File: src/rtl/seq_evt_pkg.sv
// Shared defaults and types for the match-timestamp logger.
package seq_evt_pkg;
   localparam int DEF_TS_W  = 16;
   localparam int DEF_DEPTH = 4;
   localparam int DEF_CNT_W = 8;
   localparam int LVL_W     = $clog2(DEF_DEPTH) + 1;

   typedef logic [DEF_TS_W-1:0] ts_t;
endpackage

File: src/rtl/seq_evt_fifo.sv
// Timestamp FIFO with a registered head word and synchronous flush.
module seq_evt_fifo
   import seq_evt_pkg::*;
#(
   parameter int W     = DEF_TS_W,
   parameter int DEPTH = DEF_DEPTH,
   localparam int PW   = $clog2(DEPTH),
   localparam int LW   = PW + 1
) (
   input  logic          clk,
   input  logic          rst_n,
   input  logic          flush,
   input  logic          push,
   input  logic          pop,
   input  logic [W-1:0]  din,
   output logic [W-1:0]  head,
   output logic          full,
   output logic          empty,
   output logic [LW-1:0] level
);
   localparam logic [LW-1:0] FULL_L = LW'(DEPTH);
   localparam logic [LW-1:0] ONE_L  = LW'(1);
   localparam logic [PW-1:0] ONE_P  = PW'(1);

   logic [W-1:0]  mem [DEPTH];
   logic [PW-1:0] rd_ptr;
   logic [PW-1:0] wr_ptr;
   logic [PW-1:0] rd_nxt;
   logic          do_push;
   logic          do_pop;

   assign full    = (level == FULL_L);
   assign empty   = (level == '0);
   assign rd_nxt  = rd_ptr + ONE_P;
   assign do_pop  = pop & !empty;
   // a pop frees the slot, so a push into a full FIFO is kept
   assign do_push = push & (!full | do_pop);

   always_ff @(posedge clk) begin
      if (do_push) mem[wr_ptr] <= din;
   end

   always_ff @(posedge clk) begin
      if (!rst_n || flush) begin
         rd_ptr <= '0;
         wr_ptr <= '0;
         level  <= '0;
         head   <= '0;
      end else begin
         if (do_push) wr_ptr <= wr_ptr + ONE_P;
         if (do_pop)  rd_ptr <= rd_nxt;
         if (do_push && !do_pop)      level <= level + ONE_L;
         else if (do_pop && !do_push) level <= level - ONE_L;
         if (do_pop) begin
            if (level != ONE_L) head <= mem[rd_nxt];
            else if (do_push)   head <= din;
            else                head <= '0;
         end else if (do_push && empty) begin
            head <= din;
         end
      end
   end
endmodule

File: src/rtl/seq_match_logger.sv
// Timestamps detector match pulses, queues them, and counts matches.
module seq_match_logger
   import seq_evt_pkg::*;
#(
   parameter int TS_W  = DEF_TS_W,
   parameter int DEPTH = DEF_DEPTH,
   parameter int CNT_W = DEF_CNT_W
) (
   input  logic                   clk,
   input  logic                   rst_n,
   input  logic                   match_in,
   input  logic                   clr_in,
   output logic                   ev_valid,
   input  logic                   ev_ready,
   output logic [TS_W-1:0]        ev_ts,
   output logic [CNT_W-1:0]       match_cnt,
   output logic                   overflow,
   output logic [$clog2(DEPTH):0] fifo_level
);
   localparam logic [CNT_W-1:0] CNT_MAX = '1;
   localparam logic [TS_W-1:0]  TS_ONE  = TS_W'(1);

   logic [TS_W-1:0] ts;
   logic            push;
   logic            full;
   logic            empty;

   assign push     = match_in & !clr_in;
   assign ev_valid = !empty;

   seq_evt_fifo #(
      .W     (TS_W),
      .DEPTH (DEPTH)
   ) u_fifo (
      .clk   (clk),
      .rst_n (rst_n),
      .flush (clr_in),
      .push  (push),
      .pop   (ev_ready),
      .din   (ts),
      .head  (ev_ts),
      .full  (full),
      .empty (empty),
      .level (fifo_level)
   );

   always_ff @(posedge clk) begin
      if (!rst_n) begin
         ts        <= '0;
         match_cnt <= '0;
         overflow  <= 1'b0;
      end else begin
         ts <= ts + TS_ONE;
         if (clr_in) begin
            match_cnt <= '0;
            overflow  <= 1'b0;
         end else if (match_in) begin
            if (match_cnt != CNT_MAX) match_cnt <= match_cnt + 1'b1;
            if (full && !ev_ready)    overflow  <= 1'b1;
         end
      end
   end
endmodule

File: config.mk
export PLATFORM = sky130hd
export DESIGN_NAME = seq_match_logger
export DESIGN_NICKNAME = d
export VERILOG_FILES = /design/src/rtl/seq_evt_pkg.sv /design/src/rtl/seq_evt_fifo.sv /design/src/rtl/seq_match_logger.sv
export SDC_FILE = /design/constraint.sdc
export NUM_CORES = 1
export LEC_CHECK = 0
export CAP_MARGIN = 20
export CELL_PAD_IN_SITES_DETAIL_PLACEMENT = 1
export CELL_PAD_IN_SITES_GLOBAL_PLACEMENT = 1
export CORE_UTILIZATION = 25
export DETAILED_ROUTE_END_ITERATION = 8
export PLACE_DENSITY_LB_ADDON = 0.1
export SLEW_MARGIN = 20
export SYNTH_ARGS = -nofsm -noshare
export SYNTH_HDL_FRONTEND = slang
export SYNTH_SLANG_ARGS = --single-unit
File: constraint.sdc
create_clock -name clk -period 4.9 [get_ports clk]
set_input_delay 0.98 -clock clk [delete_from_list [all_inputs] [get_ports clk]]
set_output_delay 0.98 -clock clk [all_outputs]
set_load 0.005 [all_outputs]
==> results.json, run 1 <==
{
  "fin_skew_ps": 5.37,
  "cellPowerDensity_nw_per_um2": 355,
  "fin_nets": 379,
  "drv_cap": 0,
  "hp-start": "u_fifo.head[3]",
  "crit_path_max_fanout": 21,
  "r2r_start": "u_fifo.level[0]",
  "wl_per_cell_um": 18.3,
  "status": "finished, final reports clean",
  "fin_setup_tns_ps": 0,
  "hold_depth": 2,
  "ctsHoldBuffers": 0,
  "antenna_cells": 0,
  "slew_headroom_pct": 33.6,
  "syn_nets": 348,
  "period_share_pct": 66.4,
  "track_usage_pct": 11.8,
  "rsz0062_at_grt": "false",
  "syn_inst": 332,
  "clockRootBuffer": "clkbuf_16",
  "grt_max_degree": 33,
  "worstHoldEndpoint": "u_fifo.head[3]",
  "cts_buffer_depth": 2,
  "rows": 49,
  "final_cell_area_um2": 5540,
  "drt_iter0_drc": 172,
  "postCtsResizedCells": 0,
  "fill_cells": 1910,
  "grt_pass1_wl_um": 16900,
  "insertion_delay_ps": 350,
  "first_global_vias": 2875,
  "htree_levels": 3,
  "dp_cells": 580,
  "routed_wl_um": 10900,
  "place_congestion": 0.683,
  "hold_viol_final": 0,
  "dieArea_um2": 19400,
  "r2r_cells": 5,
  "worstMarginPinSlew_ps": 994,
  "fp.coreArea_um2": 18200,
  "synth.avg_cell_area_um2": 14.2,
  "async_flop_share_pct": 0,
  "ff2ff_setup_slack_ps": 2310,
  "clock.fmax_ghz": 0.308,
  "cp.required_ps": 4870,
  "cts_buffers": 9,
  "die_x_um": 139,
  "fin_cells": 596,
  "syn_to_final_growth_pct": 17.6,
  "clk_pin_slew_ps": 70,
  "worstReg2RegEnd": "u_fifo.mem[1][6]",
  "route.detailed.drc": 0,
  "arrival_ps": 3230,
  "portBuffers": 33,
  "synth-edff-count": 64,
  "cp-start-kind": "input port",
  "placed_cell_area_um2": 5200,
  "yosysUniqueCellTypes": 45,
  "cts_setup_buffers": 0,
  "ir_drop_uv": 147,
  "yosysWarnings": 0,
  "ys.flop_type": "edfxtp_1",
  "die_y_um": 139,
  "route.vias.total": 2783,
  "pin_count": 34,
  "end_kind": "flip-flop",
  "critPathKind": "input port to flip-flop",
  "grt_antenna_before_repair": 0,
  "firstDrtPassIters": 6,
  "hpwlAfterDp_um": 6800,
  "hold_class": "flip-flop to flip-flop",
  "setup-violations-final": 0,
  "cts_tree": "yes",
  "final_max_slew_viol_count": 0,
  "drive_above_1_share_pct": 9.81,
  "start_util_pct": 25.9,
  "viasPerCell": 4.67,
  "fin_total_pwr_mw": 1.96,
  "p_leak_nw": 1.73,
  "seq_area_frac_synth_pct": 61.2,
  "syn_area_um2": 4710,
  "ant_nets": 0,
  "yosys_register_bits": 112,
  "finalCriticalPeriod_ps": 3250,
  "cts.sinks": 112,
  "grt_overflow": 0
}
## registers in the layout, indices dropped and copies added (netlist names)
register and cells:
u_fifo.mem 64, ts 16, u_fifo.head 16, match_cnt 8
u_fifo.level 3, u_fifo.rd_ptr 2, u_fifo.wr_ptr 2, overflow 1
## how the worst max path moves through the flow
stage | startpoint | to | slack [ps]
floorplan | ev_ready | u_fifo.level[2] | 2590
global placement | ev_ready | u_fifo.mem[3][6] | 1270
detailed placement | ev_ready | u_fifo.mem[3][7] | 1230
CTS | ev_ready | u_fifo.mem[3][7] | 1580
global route | ev_ready | u_fifo.mem[3][7] | 1490
finish | ev_ready | u_fifo.mem[1][6] | 1650
## routing by layer
metal / GRT usage [%] / up-vias / share of wire [%]
met5: 0 / - / 0
met4: 3.16 / 0 / 1.1
met3: 3.41 / 9 / 2.8
met2: 19.6 / 29 / 49
met1: 15.1 / 1419 / 47
li1: - / 1326 / -
## cell type report
class,instances,area [um^2],share of cell area [%]
multi-input combinational,196,1650,29.8
clock inverter,3,68.8,1.24
clock buffer,12,246,4.45
inverter,8,30.0,0.542
sequential,112,2880,52.0
timing repair buffer,36,373,6.73
tap,229,287,5.17
## kinds of logic (layout without fill, tap and decap cells)
family,Yosys count,after routing,synth area share [%]
AO/OA/AOI/OAI,54,54,8.87
flip-flops,112,112,61.2
multiplexers,21,21,9.46
AND/OR/NAND/NOR,92,92,10.4
adder cells (fa/ha/maj),11,11,2.92
buffers and inverters,24,59,3.80
XOR/XNOR,18,18,3.35
## critical path, cell delays in order
cell,delay [ps]
clkdlybuf4s50_1,470
buf_4,310
and3b_1,250
nor2_1,390
and2_1,810
## placed cells by master, fill, tap and decap left out, types with 5 or more instances in the layout
master and instances:
mux4_1 6, inv_1 8, a21oi_1 5, nor2_1 31, mux4_2 10, edfxtp_1 64, xor2_1 14, clkdlybuf4s50_1 33
clkbuf_16 9, o21ai_0 8, ha_1 11, dfxtp_1 48, and2_1 15, a32oi_1 16, nand2_1 10, nand3_1 9
a211oi_1 15
## cell usage after synthesis (2+ instances only)
cell type / n / area share (%)
buf_6: 8 / 1.9
nor2b_1: 2 / 0.27
nor4_1: 4 / 0.53
nand3_1: 9 / 0.96
o21ai_0: 8 / 0.85
a21boi_0: 3 / 0.48
xnor2_1: 4 / 0.74
clkbuf_1: 2 / 0.16
nand2_1: 10 / 0.80
mux4_2: 10 / 4.8
dfxtp_1: 48 / 20
inv_1: 8 / 0.64
a21oi_1: 5 / 0.53
or3_1: 4 / 0.53
nand2b_4: 2 / 0.58
xor2_1: 14 / 2.6
a32oi_1: 16 / 3.0
nor2_1: 31 / 2.5
ha_1: 11 / 2.9
and3_1: 2 / 0.27
mux4_1: 6 / 3.3
mux2i_1: 4 / 0.85
o211ai_1: 3 / 0.48
nor3_1: 4 / 0.43
edfxtp_1: 64 / 41
and2_1: 15 / 2.0
nand4_1: 3 / 0.40
a211oi_1: 15 / 2.4
## where the power goes
group / internal, mW / switching [mW] / leakage [nW]
clock network: 0.461 / 0.331 / 0.153
logic: 0.0646 / 0.0824 / 0.664
registers: 1.01 / 0.0177 / 0.913
## per-stage QoR
step | hold WS [ps] | setup slack, ps | util (%)
2_1_floorplan | 459 | 2590 | -
3_3_place_gp | 496 | 1270 | 28.5
3_5_place_dp | 502 | 1230 | 28.5
4_1_cts | 512 | 1580 | 30.3
5_1_grt | 525 | 1490 | 30.4
6_report | 504 | 1650 | 30.4
No activity file was read; power rests on OpenSTA's default activity.
==> run 2, diff against run 1 <==
==> constraint.sdc (replaced) <==
create_clock -name clk -period 2.6 [get_ports clk]
set_input_delay 0.52 -clock clk [delete_from_list [all_inputs] [get_ports clk]]
set_output_delay 0.52 -clock clk [all_outputs]
set_load 0.005 [all_outputs]
==> run 2 against run 1 <==
Effect of this change:
- the flow now finishes with violations (design-rule violations)
- non-clock buffer count is 15 higher
- sequential cell count stayed put
- via count up 2.4%
- clock power is 64% higher
- largest cell class unchanged
- largest power group unchanged
==> results.json, run 2 (synthesized netlist as in run 1, its figures left out) <==
{
  "status": "finished, violations left",
  "use_met3_pct": 3.48,
  "final_max_slew_viol_count": 0,
  "end_kind": "output pin",
  "drive_above_1_share_pct": 13.1,
  "layout_commonest_cell": "edfxtp_1",
  "viasPerCell": 4.66,
  "critPathLaunch": "u_fifo.level[0]",
  "drv_cap": 0,
  "grt-busiest-layer": "met2",
  "top_regs": "u_fifo.mem (64), ts (16), u_fifo.head (16)",
  "fin_total_pwr_mw": 3.52,
  "worst_path_largest_cell_delay_ps": 520,
  "dp_cells": 596,
  "arrival_ps": 1800,
  "violations": "design-rule violations",
  "rsz0062_at_grt": "false",
  "first_global_vias": 3014,
  "fin_setup_tns_ps": 0,
  "fp.coreArea_um2": 18200,
  "grt_antenna_before_repair": 0,
  "worstHoldEndpoint": "u_fifo.head[3]",
  "cp-start-kind": "flip-flop",
  "start_util_pct": 25.9,
  "firstDrtPassIters": 8,
  "hp-start": "u_fifo.head[3]",
  "cp_top_family": "buffers and inverters",
  "ctsHoldBuffers": 0,
  "route.detailed.drc": 2,
  "period_share_pct": 89.2,
  "ff2ff_setup_slack_ps": 520,
  "clk_pin_slew_ps": 70,
  "comb_power_share_pct": 8.4,
  "cts_buffers": 9,
  "largest_reg_flops": 64,
  "fin_cells": 612,
  "p_leak_nw": 1.79,
  "met1_usage_pct": 15.1,
  "cp.required_ps": 2080,
  "htree_levels": 3,
  "ant_nets": 0,
  "grt_overflow": 0,
  "antenna_cells": 0,
  "grt_pass1_wl_um": 17400,
  "ir_drop_uv": 314,
  "place_congestion": 0.682,
  "fin_nets": 394,
  "slew_headroom_pct": 68.6,
  "met2_usage_pct": 20.8,
  "clock.fmax_ghz": 0.431,
  "critPathBufInv": 2,
  "regMostFlops": "u_fifo.mem",
  "routed_wl_um": 11200,
  "final_cell_mix": "edfxtp_1, dfxtp_1, clkdlybuf4s50_1",
  "slowest_stage": "clkdlybuf4s50_1",
  "cts_setup_buffers": 0,
  "insertion_delay_ps": 350,
  "p_sw_share_pct": 23.7,
  "worstMarginPinSlew_ps": 471,
  "portBuffers": 33,
  "route.vias.total": 2851,
  "fin_skew_ps": 6.65,
  "pin_count": 34,
  "p_switching_mw": 0.833,
  "finalCriticalPeriod_ps": 2320,
  "cts_tree": "yes",
  "die_x_um": 139,
  "post-place-ws_ps": 176,
  "cts_buffer_depth": 2,
  "rows": 49,
  "path_cells": "inv_1, ha_1, nand2b_4, clkdlybuf4s50_1",
  "seq_power_share_pct": 54.8,
  "hold_viol_final": 0,
  "crit_cells": 4,
  "placed_cell_area_um2": 5360,
  "dieArea_um2": 19400,
  "cellPowerDensity_nw_per_um2": 625,
  "setup-violations-final": 0,
  "syn_to_final_growth_pct": 19.7,
  "timing.final.ws_setup_ps": 280,
  "track_usage_pct": 12.2,
  "postCtsResizedCells": 0,
  "intPower_mw": 2.69,
  "hold_class": "flip-flop to flip-flop",
  "worstReg2RegEnd": "u_fifo.level[2]",
  "crit_path_max_fanout": 5,
  "die_y_um": 139,
  "clkPwrFrac_pct": 36.9,
  "r2r_cells": 7,
  "hold_depth": 2,
  "drt_iter0_drc": 125,
  "critPathKind": "flip-flop to output pin",
  "hpwlAfterDp_um": 7240,
  "cts.sinks": 112,
  "final_cell_area_um2": 5640,
  "r2r_start": "u_fifo.level[0]",
  "grt_max_degree": 21,
  "clockRootBuffer": "clkbuf_16",
  "wl_per_cell_um": 18.2
}
run 2: cell types whose count changed in the layout (fill, tap and decap cells not counted), moves of 2 or more:
cell / change
buf_4: +12
buf_12: +4
bufinv_16: -2
clkinv_1: +2
run 2: worst max-delay path by stage:
stage and endpoint:
6_report ev_valid, 5_1_grt ev_valid, 4_1_cts ev_valid, 3_5_place_dp u_fifo.level[2], 3_3_place_gp u_fifo.level[2], 2_1_floorplan u_fifo.level[2]
run 2: metrics by stage:
step | util, % | hold WS (ps)
after floorplan | - | 459
after global placement | 29.5 | 492
after detailed placement | 29.5 | 493
after CTS | 30.9 | 503
after global routing | 30.9 | 534
final | 30.9 | 501
run 2: cell type report:
cell class | count | area [um^2]
Clock inverter | 6 | 43.8
Tap cell | 229 | 287
Clock buffer | 10 | 229
Sequential cell | 112 | 2880
Fill cell | 1914 | 12600
Multi-Input combinational cell | 196 | 1650
Inverter | 8 | 30.0
Timing Repair Buffer | 51 | 515
run 2: power by group through the flow:
stage / sequential [mW] / clock (mW) / combinational [mW]
after CTS: 1.93 / 1.37 / 0.305
after detailed placement: 1.97 / 0 / 0.303
after global routing: 1.93 / 1.43 / 0.327
final: 1.93 / 1.30 / 0.294
after global placement: 1.97 / 0 / 0.302
after floorplan: 1.96 / 0 / 0.186
run 2: tightest hold or removal path: cells and delay by family (launching register included):
kind	cells	cell delay, ps
DFF	1	310
and+or+nand+nor	1	100
AOI/OAI and AO/OA	1	50
run 2: per-layer routing:
layer	share of wire, %	vias to the layer above
met5	0	-
met3	2.5	6
met1	47	1458
met4	0.80	0
met2	50	31
li1	-	1356
